`config.mk`:
```
export PLATFORM = sky130hd
export DESIGN_NAME = whack_scorer
export DESIGN_NICKNAME = d
export VERILOG_FILES = /design/src/rtl/whack_scorer.sv
export SDC_FILE = /design/constraint.sdc
export NUM_CORES = 1
export LEC_CHECK = 0
export ABC_CLOCK_PERIOD_IN_PS = 2700
export CAP_MARGIN = 40
export CELL_PAD_IN_SITES_DETAIL_PLACEMENT = 0
export CELL_PAD_IN_SITES_GLOBAL_PLACEMENT = 1
export CORE_MARGIN = 2
export CORE_UTILIZATION = 36
export CTS_CLUSTER_DIAMETER = 60
export CTS_CLUSTER_SIZE = 25
export DETAILED_ROUTE_END_ITERATION = 12
export PLACE_DENSITY_LB_ADDON = 0.1
export SYNTH_ARGS = -nofsm -noshare
export SYNTH_HDL_FRONTEND = slang
export SYNTH_SLANG_ARGS = --single-unit
```
`constraint.sdc`:
```
create_clock -name clock_14MHz_i -period 2.7 [get_ports clock_14MHz_i]
set_clock_uncertainty 0.05 [all_clocks]
set_input_delay 0.54 -clock clock_14MHz_i [delete_from_list [all_inputs] [get_ports clock_14MHz_i]]
set_output_delay 0.54 -clock clock_14MHz_i [all_outputs]
set_load 0.03 [all_outputs]
```
`src/rtl/whack_scorer.sv`:
```
// Whack-a-mole scorer: detects pad presses, classifies hits/wrong presses/escapes,
// and keeps saturating two-digit BCD score and miss counters until game over.
module whack_scorer #(
    parameter int unsigned MAX_MISSES = 5
) (
    input  logic        clock_14MHz_i,
    input  logic        reset_i,
    input  logic        tick_i,
    input  logic [15:0] mole_i,
    input  logic [15:0] button_i,
    output logic        whacked_o,
    output logic        hit_pulse_o,
    output logic [7:0]  score_o,
    output logic [7:0]  misses_o,
    output logic        game_over_o
);

    localparam int unsigned NUM_PADS = 16;
    localparam int unsigned BCD_W    = 8;
    localparam logic [BCD_W-1:0] MAX_BCD = {4'(MAX_MISSES / 10), 4'(MAX_MISSES % 10)};

    typedef enum logic [2:0] {
        S_IDLE,
        S_ARMED,
        S_WHACKED,
        S_LOCKED,
        S_OVER
    } state_t;

    state_t              state;
    state_t              nxt_state;
    state_t              period_state;
    logic [NUM_PADS-1:0] button_q;
    logic                primed_q;
    logic [NUM_PADS-1:0] press_c;
    logic                hit_c;
    logic                wrong_c;
    logic                hit_evt;
    logic                miss_evt;
    logic [BCD_W-1:0]    nxt_score;
    logic [BCD_W-1:0]    nxt_misses;

    // Two-digit BCD increment that sticks at 99.
    function automatic logic [BCD_W-1:0] bcd_inc(input logic [BCD_W-1:0] v);
        if (v == 8'h99)
            return v;
        if (v[3:0] == 4'd9)
            return {v[7:4] + 4'd1, 4'd0};
        return {v[7:4], v[3:0] + 4'd1};
    endfunction

    // primed_q masks the first cycle after reset so a held pad is not a press.
    always_comb begin
        press_c      = button_i & ~button_q & {NUM_PADS{primed_q}};
        hit_c        = |(press_c & mole_i);
        wrong_c      = (|press_c) && !hit_c;
        period_state = (|mole_i) ? S_ARMED : S_IDLE;
        nxt_state    = state;
        hit_evt      = 1'b0;
        miss_evt     = 1'b0;

        case (state)
            S_IDLE: begin
                if (wrong_c) begin
                    miss_evt  = 1'b1;
                    nxt_state = S_LOCKED;
                end else begin
                    nxt_state = period_state;
                end
            end
            S_ARMED: begin
                if (hit_c) begin
                    hit_evt   = 1'b1;
                    nxt_state = tick_i ? period_state : S_WHACKED;
                end else if (wrong_c) begin
                    miss_evt  = 1'b1;
                    nxt_state = tick_i ? period_state : S_LOCKED;
                end else if (tick_i) begin
                    miss_evt  = 1'b1;
                    nxt_state = period_state;
                end else begin
                    nxt_state = period_state;
                end
            end
            S_WHACKED, S_LOCKED: begin
                if (tick_i)
                    nxt_state = period_state;
            end
            S_OVER: nxt_state = S_OVER;
            default: nxt_state = S_IDLE;
        endcase

        nxt_score  = hit_evt  ? bcd_inc(score_o)  : score_o;
        nxt_misses = miss_evt ? bcd_inc(misses_o) : misses_o;
        if (miss_evt && (nxt_misses == MAX_BCD))
            nxt_state = S_OVER;
    end

    always_ff @(posedge clock_14MHz_i) begin
        if (reset_i) begin
            state       <= S_IDLE;
            score_o     <= 8'h00;
            misses_o    <= 8'h00;
            whacked_o   <= 1'b0;
            hit_pulse_o <= 1'b0;
            game_over_o <= 1'b0;
            button_q    <= 16'h0000;
            primed_q    <= 1'b0;
        end else begin
            state       <= nxt_state;
            score_o     <= nxt_score;
            misses_o    <= nxt_misses;
            whacked_o   <= (nxt_state == S_WHACKED);
            hit_pulse_o <= hit_evt;
            game_over_o <= (nxt_state == S_OVER);
            button_q    <= button_i;
            primed_q    <= 1'b1;
        end
    end

endmodule

```
### Word-level counts from Yosys, hierarchy flattened

Cells that the tools add are included.

* flip-flop bits (word level): 39
* input bits: 35
* output and inout port bits: 19
* word-level logic and storage cells: 70

* add/sub/neg operators: 4
* eq/ne operators: 11
* multiplexer cells: 32
* bitwise logic cells: 4
* reduce and logical (&&, ||, !) cells: 10

Operators with widths (count)
* $mux W8: 9
* $and A16 B16 Y16: 3
* $reduce_or A16 Y1: 3
* $add A4 B1 Y4 const B: 4
* $eq A8 B8 Y1 const B: 2
* $not A16 Y16: 1
* $mux W1: 14
* $pmux W3 S4: 1
* $mux W2: 5
* $eq A3 B2 Y1 const B: 3
* $eq A4 B4 Y1 const B: 2
* $eq A8 B3 Y1 const B: 1
* $eq A3 B3 Y1 const B: 2
* $mux W3: 2
* $eq A3 B1 Y1 const B: 1
* $logic_not A3 Y1: 1
* $logic_and A1 B1 Y1: 2
* $pmux W1 S2: 1
* $reduce_and A2 Y1: 1
* $reduce_bool A2 Y1: 1
* $reduce_or A2 Y1: 1
* $logic_not A1 Y1: 1

### Logic depth before layout (Yosys ltp)

Gate-level depths: netlist of run 1.

* depth in word-level cells: 15
* gate-level depth with buffers: 9
* mapped depth without buffers: 8

### Least setup slack after synthesis of run 1

Ideal clock, no wire load.

* kind: input port to flip-flop
* start point: input button_i[14]
* end point: register score_o[7]
* setup time: 121 ps
* arrival: 1970 ps
* data required time: 2529 ps
* slack: 559 ps
* stages on the path: 8
* buffers on the path: 1
* path through: nor2b_4 a22oi_2 a41o_1 a31oi_4 and4b_1 buf_6 nand4_4 mux2_4

* word-level cells in the longest chain between the ends: 7

Ends and longest elaborated chain
* start: declaration: line 10 `input logic [15:0] button_i,`
* $and A16 B16 Y16 (2 in series): line 54 `press_c = button_i & ~button_q & {NUM_PADS{primed_q}};`
* $and A16 B16 Y16: line 55 `hit_c = |(press_c & mole_i);`
* $reduce_or A16 Y1: line 55
* $mux W1: line 72 `if (hit_c) begin`
* $mux W1: line 62 `case (state)`
* $reduce_and A2 Y1 (no line)
* end signal: assignment: line 111 `score_o <= nxt_score;`
* end: declaration: line 13 `output logic [7:0] score_o,`

Every way passes these cells.
A chain may end at the register's enable or synchronous reset.

### Worst setup path in the final report of run 1

* start point: input button_i[11]
* end point: register misses_o[5]

* word-level cells in the longest chain between the ends: 10
* elaborated cells between the ends (all ways): 12
* classes of those cells: mux (5); bitwise (3); reduce/logical (4)

Ends and longest elaborated chain
* $and A16 B16 Y16 (*) (2 in series): line 54
* $and A16 B16 Y16: line 55
* $reduce_or A16 Y1: line 55
* $logic_not A1 Y1: line 56 `wrong_c = (|press_c) && !hit_c;`
* $logic_and A1 B1 Y1: line 56
* $mux W1: line 75 `end else if (wrong_c) begin`
* $mux W1: line 72
* $pmux W1 S2 (*): line 62
* $mux W8 (*): line 94 `nxt_misses = miss_evt ? bcd_inc(misses_o) : misses_o;`
* end signal: assignment: line 112 `misses_o <= nxt_misses;`
* end: declaration: line 14 `output logic [7:0] misses_o,`

Every way passes the cells marked *; elsewhere a longest branch is shown, timed or not.

==> results.sh, run 1 <==
export IMPL_status="finished clean"
export IMPL_overflow=0
export IMPL_final_cell_area_mm2=0.00285
export IMPL_critical_path_slowest_cell="a211oi_4"
export IMPL_timing_final_crit_share_pct=94.0
export IMPL_grt_pass1_vias=1757
export IMPL_synth_edf_count=0
export IMPL_firstDrtPassIters=4
export IMPL_rows=27
export IMPL_wl_per_cell_um=13.5
export IMPL_yosys_top_cells_area="dfxtp_1 38%, nor2b_1 6.7%, nor2_1 3.5%"
export IMPL_h_tree_depth=2
export IMPL_setup_ws_ns=0.162
export IMPL_yosys_register_bits=39
export IMPL_crit_chain="clkdlybuf4s50_1 > nor2b_1 > a22oi_1 > a41o_1 > nand3_1 > a211oi_4 > nand3_2 > mux2_1"
export IMPL_routed_wl_um=4970
export IMPL_setup_viol=0
export IMPL_cp_start_kind="input port"
export IMPL_core_area_mm2=0.00551
export IMPL_fin_crit_ns=2.54
export IMPL_multi_input_area_mm2=0.00120
export IMPL_met2_usage_pct=25.4
export IMPL_grt_max_degree=20
export IMPL_synth_avg_cell_area_um2=9.16
export IMPL_final_fill_count=552
export IMPL_tritoncts="built"
export IMPL_clk_path_buf_depth=2
export IMPL_whs_ns=0.494
export IMPL_relSlewSlack_pct=51.3
export IMPL_p_leak_nw=1.11
export IMPL_seq_area_um2=781
export IMPL_crit_type="in -> reg"
export IMPL_pre_cts_slack_ns=-0.306
export IMPL_timing_final_max_slew_violations=0
export IMPL_hpwl_um=3670
export IMPL_drt_iter0_markers=122
export IMPL_viasPerCell=4.91
export IMPL_yosysWarnings=0
export IMPL_antenna_left=0
export IMPL_grt_pass1_wl_um=8150
export IMPL_fin_setup_tns_ns=0
export IMPL_drv_cap=0
export IMPL_fmax_mhz=394
export IMPL_port_buffers=53
export IMPL_die_x_um=79.7
export IMPL_grt_busiest_layer="met2"
export IMPL_drc_errors=0
export IMPL_synth_largest_area_cell="dfxtp_1"
export IMPL_die_h_um=79.7
export IMPL_place_gp_congestion=0.807
export IMPL_die_area_mm2=0.00635
export IMPL_vias=1802
export IMPL_critPathBufInv=1
export IMPL_worst_pin_slew_ns=0.728
export IMPL_slowest_delay_ns=0.46
export IMPL_cts_hold_fix_buffers=0
export IMPL_required_ns=2.83
export IMPL_yosysSeqAreaShare_pct=37.9
export IMPL_placed_cells_incl_taps=359
export IMPL_fin_util_pct=51.8
export IMPL_synth_area_mm2=0.00206
export IMPL_antenna_found_initial=0
export IMPL_area_growth_pct=38.3
export IMPL_clk_pin_slew_worst_paths_ns=0.07
export IMPL_finalPower_mw=1.25
export IMPL_power_ir_vdd_worst_uv=185
export IMPL_worstPathMaxFanout=12
export IMPL_fin_nets=333
export IMPL_synthCells=225
export IMPL_grt_usage_pct=16.4
export IMPL_async_reset_ff_share_pct=0
export IMPL_rsz0062_at_grt="false"
export IMPL_cts_root_buf="clkbuf_8"
export IMPL_drive_above_1_share_pct=16.6
export IMPL_initial_core_util_pct=37.4
export IMPL_worstSkewPairLatency_ns=0.30
export IMPL_numCtsBuffers=5
export IMPL_yosysTopAreaCellShare_pct=37.9
export IMPL_cts_sinks=39
export IMPL_yosysUniqueCellTypes=56
export IMPL_min_path_type="reg -> reg"
export IMPL_finalHoldViolations=0
export IMPL_synth_flop_cell="dfxtp_1"
export IMPL_ios=54
export IMPL_diodes=0
export IMPL_syn_num_nets=264
export IMPL_worstPathArrival_ns=2.67
export IMPL_use_met1_pct=21.8
export IMPL_stdcell_count=367
export IMPL_dpl_instance_area_mm2=0.00276
export IMPL_crit_family="compound AO/OA/AOI/OAI gates"
export IMPL_power_density_mw_per_mm2=437
export IMPL_endpoint_kind="flop"
export IMPL_use_met3_pct=4.41
[cells in the mapped netlist, types with 2 or more instances]
cell type / n
dfxtp_1: 39
ha_1: 4
nor3b_1: 2
nor2b_1: 22
nor2_1: 19
nand3_1: 7
xnor2_1: 2
buf_6: 3
nor4_1: 8
and3_1: 5
nand3b_1: 2
nand4_1: 5
nand3_2: 2
a22oi_1: 4
mux2i_1: 2
nand2_2: 2
nor3_2: 2
a31oi_1: 2
inv_1: 10
a21o_1: 2
nand2b_1: 9
nor3_1: 4
mux2_1: 3
a21oi_1: 8
clkbuf_1: 3
o22ai_2: 3
nand2_1: 18
nor2b_2: 2
a211oi_1: 2
nor2b_4: 3
[sequential cells by signal (all words and copies together) (netlist names)]
| register | cells |
|---|---|
| hit_pulse_o | 1 |
| game_over_o | 1 |
| primed_q | 1 |
| state | 3 |
| button_q | 16 |
| score_o | 8 |
| misses_o | 8 |
| whacked_o | 1 |
[metal layers]
| metal | part of all wire (%) | wire length, um |
|---|---|---|
| met4 | 1.1 | 54 |
| met5 | 0 | 0 |
| met2 | 43 | 2150 |
| met1 | 49 | 2420 |
| met3 | 6.9 | 341 |
[layout make-up]
cell class	instances	share of cell area (%)
Multi-Input combinational cell	168	42.2
Clock buffer	7	2.68
Inverter	10	1.32
Tap cell	72	3.16
Sequential cell	39	27.4
Clock inverter	1	0.176
Timing Repair Buffer	70	23.1
[cell families after synthesis]
logic type,Yosys count,synth area share [%]
flip-flops,39,37.9
AO/OA/AOI/OAI,36,15.5
adder cells (fa/ha/maj),4,2.43
AND/OR/NAND/NOR,120,35.5
XOR/XNOR,2,0.850
buffers and inverters,18,4.43
multiplexers,6,3.34
[cells in the final DEF (no fill, tap or decap), drive strengths merged, types with 2 or more instances in the layout]
cell type	netlist	routed
nor3b	3	3
a31oi	3	3
buf	5	17
ha	4	4
dfxtp	39	39
nand2b	9	9
clkbuf	3	7
clkdlybuf4s50	0	53
nand3b	2	2
nand2	20	20
xnor2	2	2
inv	10	10
nor2b	27	27
o31ai	2	2
o22ai	4	4
and3	5	5
nand3	9	9
nor2	19	19
mux2i	2	2
nand4	6	6
a22oi	5	5
mux2	4	4
nor3	7	7
a211oi	3	3
a21oi	8	8
nor4	8	8
a21o	2	2
[tightest hold or removal path, delay by kind of cell, from the launching register on]
family	cells	cell delay, ns
AND/OR/NAND/NOR	1	0.08
flip-flops	1	0.37
AO/OA/AOI/OAI	1	0.06
[power breakdown]
group / internal, mW / switching [mW] / total [mW]
Sequential: 0.598 / 0.0225 / 0.620
Clock: 0.181 / 0.204 / 0.385
Combinational: 0.129 / 0.110 / 0.240
[final timing paths]
path | to | start | slack (ns) | depth (start not counted)
worst min-delay path | score_o[1] | score_o[1] | 0.49 | 2
worst max-delay path | misses_o[5] | button_i[11] | 0.16 | 8
worst min register to register | score_o[1] | score_o[1] | 0.49 | 2
worst max register to register | score_o[7] | primed_q | 0.53 | 8
[repair_timing]
| action | in CTS | in global routing |
|---|---|---|
| setup endpoints to repair | 2 | 7 |
| setup buffers | 0 | 0 |
| gates resized for setup | 1 | 1 |
No activity file was read; power rests on OpenSTA's default activity.
==> inputs of run 2 (changes only) <==
--- a/config.mk
+++ b/config.mk
@@ -5,15 +5,17 @@
 export SDC_FILE = /design/constraint.sdc
 export NUM_CORES = 1
 export LEC_CHECK = 0
+export ABC_AREA = 1
 export ABC_CLOCK_PERIOD_IN_PS = 2700
 export CAP_MARGIN = 40
 export CELL_PAD_IN_SITES_DETAIL_PLACEMENT = 0
 export CELL_PAD_IN_SITES_GLOBAL_PLACEMENT = 1
 export CORE_MARGIN = 2
-export CORE_UTILIZATION = 36
+export CORE_UTILIZATION = 34
 export CTS_CLUSTER_DIAMETER = 60
 export CTS_CLUSTER_SIZE = 25
 export DETAILED_ROUTE_END_ITERATION = 12
+export GPL_ROUTABILITY_DRIVEN = 1
 export PLACE_DENSITY_LB_ADDON = 0.1
 export SYNTH_ARGS = -nofsm -noshare
 export SYNTH_HDL_FRONTEND = slang
==> results.sh, run 2 <==
export IMPL_status="finished clean"
export IMPL_worstSkewPairLatency_ns=0.29
export IMPL_power_density_mw_per_mm2=514
export IMPL_min_path_type="reg -> reg"
export IMPL_fin_nets=418
export IMPL_tritoncts="built"
export IMPL_grt_pass1_wl_um=8210
export IMPL_synth_area_mm2=0.00214
export IMPL_timing_final_crit_share_pct=88.0
export IMPL_die_x_um=83.3
export IMPL_fin_setup_tns_ns=0
export IMPL_wl_per_cell_um=10.9
export IMPL_placed_cells_incl_taps=447
export IMPL_h_tree_depth=2
export IMPL_overflow=0
export IMPL_reg2reg_from="primed_q"
export IMPL_critical_path_slowest_cell="clkdlybuf4s50_1"
export IMPL_worstHoldStart="score_o[3]"
export IMPL_worstSetupEndpoint="whacked_o"
export IMPL_crit_start="button_i[9]"
export IMPL_clk_pin_slew_worst_paths_ns=0.08
export IMPL_drc_errors=0
export IMPL_yosys_top_cells_area="dfxtp_1 37%, nand2_1 11%, nor2_1 11%"
export IMPL_fin_crit_ns=2.38
export IMPL_vias=2023
export IMPL_worstPathMaxFanout=13
export IMPL_area_growth_pct=32.3
export IMPL_crit_chain="clkdlybuf4s50_1 > nand4_1 > nand2_1 > nor2_1 > nand2_1 > nor2_4 > nand3_2 > nand2_4 > nand2_1 > nand2_1 > inv_1 > nand2_1 > nor2_2 > nand2_2 > nand3_1 > nor2_1"
export IMPL_layout_cells_most_common="nand2_1"
export IMPL_worstPathArrival_ns=2.55
export IMPL_drive_above_1_share_pct=7.63
export IMPL_final_cell_mix="64 x nand2_1, 63 x nor2_1, 56 x inv_1"
export IMPL_yosysUniqueCellTypes=33
export IMPL_synth_top_family_by_area="simple AND/OR/NAND/NOR gates"
export IMPL_final_fill_count=641
export IMPL_required_ns=2.88
export IMPL_drt_iter0_markers=68
export IMPL_diodes=0
export IMPL_async_reset_ff_share_pct=0
export IMPL_rows=28
export IMPL_seq_area_um2=781
export IMPL_reg2reg_slack_ns=0.46
export IMPL_power_ir_vdd_worst_uv=247
export IMPL_stdcell_count=455
export IMPL_synthAdderAreaFrac_pct=2.34
export IMPL_viasPerCell=4.45
export IMPL_synth_compound_area_share_pct=9.19
export IMPL_cts_sinks=39
export IMPL_largest_reg_flops=16
export IMPL_endpoint_kind="flop"
export IMPL_core_area_mm2=0.00599
export IMPL_grt_max_degree=26
export IMPL_yosysTopAreaCellShare_pct=36.5
export IMPL_worst_pin_slew_ns=0.567
export IMPL_finalHoldViolations=0
export IMPL_yosysWarnings=0
export IMPL_syn_num_nets=363
export IMPL_cp_start_kind="input port"
export IMPL_postCtsSetupBuffers=0
export IMPL_yosys_area_share_simple_pct=38.1
export IMPL_synthCells=324
export IMPL_synth_flop_cell="dfxtp_1"
export IMPL_ctsResizeCount=0
export IMPL_drv_cap=0
export IMPL_ios=54
export IMPL_cts_hold_fix_buffers=0
export IMPL_slowest_delay_ns=0.45
export IMPL_routed_wl_um=4970
export IMPL_yosysSeqAreaShare_pct=36.5
export IMPL_multi_input_area_mm2=0.00107
export IMPL_firstDrtPassIters=4
export IMPL_synth_most_common_cell="nand2_1"
export IMPL_die_area_mm2=0.00694
export IMPL_crit_top_cell="nand2_1"
export IMPL_clk_path_buf_depth=2
export IMPL_timing_final_max_slew_violations=0
export IMPL_cts_root_buf="clkbuf_8"
export IMPL_p_leak_nw=1.27
export IMPL_initial_core_util_pct=35.7
export IMPL_setup_viol=0
export IMPL_reg_largest_list="button_q (16), misses_o (8), score_o (8)"
export IMPL_synth_edf_count=0
export IMPL_grt_usage_pct=14.3
export IMPL_antenna_found_initial=0
export IMPL_crit_type="in -> reg"
export IMPL_numCtsBuffers=5
export IMPL_yosys_register_bits=39
export IMPL_synth_avg_cell_area_um2=6.60
export IMPL_muxShareOfSynthArea_pct=0
export IMPL_relSlewSlack_pct=62.1
export IMPL_r2r_end="whacked_o"
export IMPL_die_h_um=83.3
export IMPL_grt_pass1_vias=1843
export IMPL_synth_common_cells="64 x nand2_1, 63 x nor2_1, 56 x inv_1, 39 x dfxtp_1, 21 x nand3_1"
export IMPL_synth_largest_area_cell="dfxtp_1"
export IMPL_rsz0062_at_grt="false"
export IMPL_synthXorXnorAreaFrac_pct=0.410
export IMPL_hpwl_um=3830
export IMPL_port_buffers=53
export IMPL_fmax_mhz=421
export IMPL_place_gp_congestion=0.748
export IMPL_reg2regPathDepth=17
export IMPL_antenna_left=0
export IMPL_regMostFlops="button_q"
[run 2: cell families (layout without fill, tap and decap cells)]
group                    count (synthesis)  after routing
flip-flops                              39             39
AND/OR/NAND/NOR                        182            182
adder cells (fa/ha/maj)                  4              4
buffers and inverters                   66            122
XOR/XNOR                                 1              1
AO/OA/AOI/OAI                           32             32
[run 2: worst min-delay path by stage]
stage                        to  slack [ns]  cells past startpoint
floorplan           game_over_o        0.44                      2
global placement     score_o[2]        0.47                      2
detailed placement   score_o[3]        0.45                      2
CTS                  score_o[3]        0.47                      2
global route         score_o[2]        0.50                      2
finish               score_o[3]        0.47                      2
[run 2: worst max-delay path, delay by kind of cell]
family,cells,cell delay [ns]
buffers and inverters,2,0.49
AND/OR/NAND/NOR,14,1.53
[run 2: power by group]
part           internal, mW  switching [mW]
clock network         0.209           0.215
logic                 0.163           0.225
registers             0.615          0.0269
[run 2: stage by stage]
step / worst slack (ns) / util, % / area, um^2 / power, mW / hold slack (ns)
after floorplan: 0.691 / - / 2140 / 0.913 / 0.443
after global placement: -0.00657 / 45.5 / 2730 / 1.05 / 0.465
after detailed placement: 0.00118 / 45.5 / 2730 / 1.05 / 0.451
after CTS: 0.306 / 47.2 / 2830 / 1.48 / 0.468
after global routing: 0.0933 / 47.2 / 2830 / 1.55 / 0.499
final: 0.323 / 47.2 / 2830 / 1.45 / 0.469
[run 2: per-layer routing]
metal / GRT usage [%] / share of wire (%) / vias up
met1: 19.7 / 52 / 871
met2: 22.1 / 44 / 30
met3: 3.68 / 4.3 / 2
li1: - / - / 1120
met4: 3.58 / 0.54 / 0
met5: 0 / 0 / -
[run 2: final cells by class]
class | instances | area share (%)
flip-flops and latches | 39 | 27.6
well taps | 75 | 3.32
repair buffers | 56 | 20.0
clock inverters | 2 | 0.575
multi-input cells | 219 | 37.8
clock buffers | 6 | 2.92
inverters | 58 | 7.70
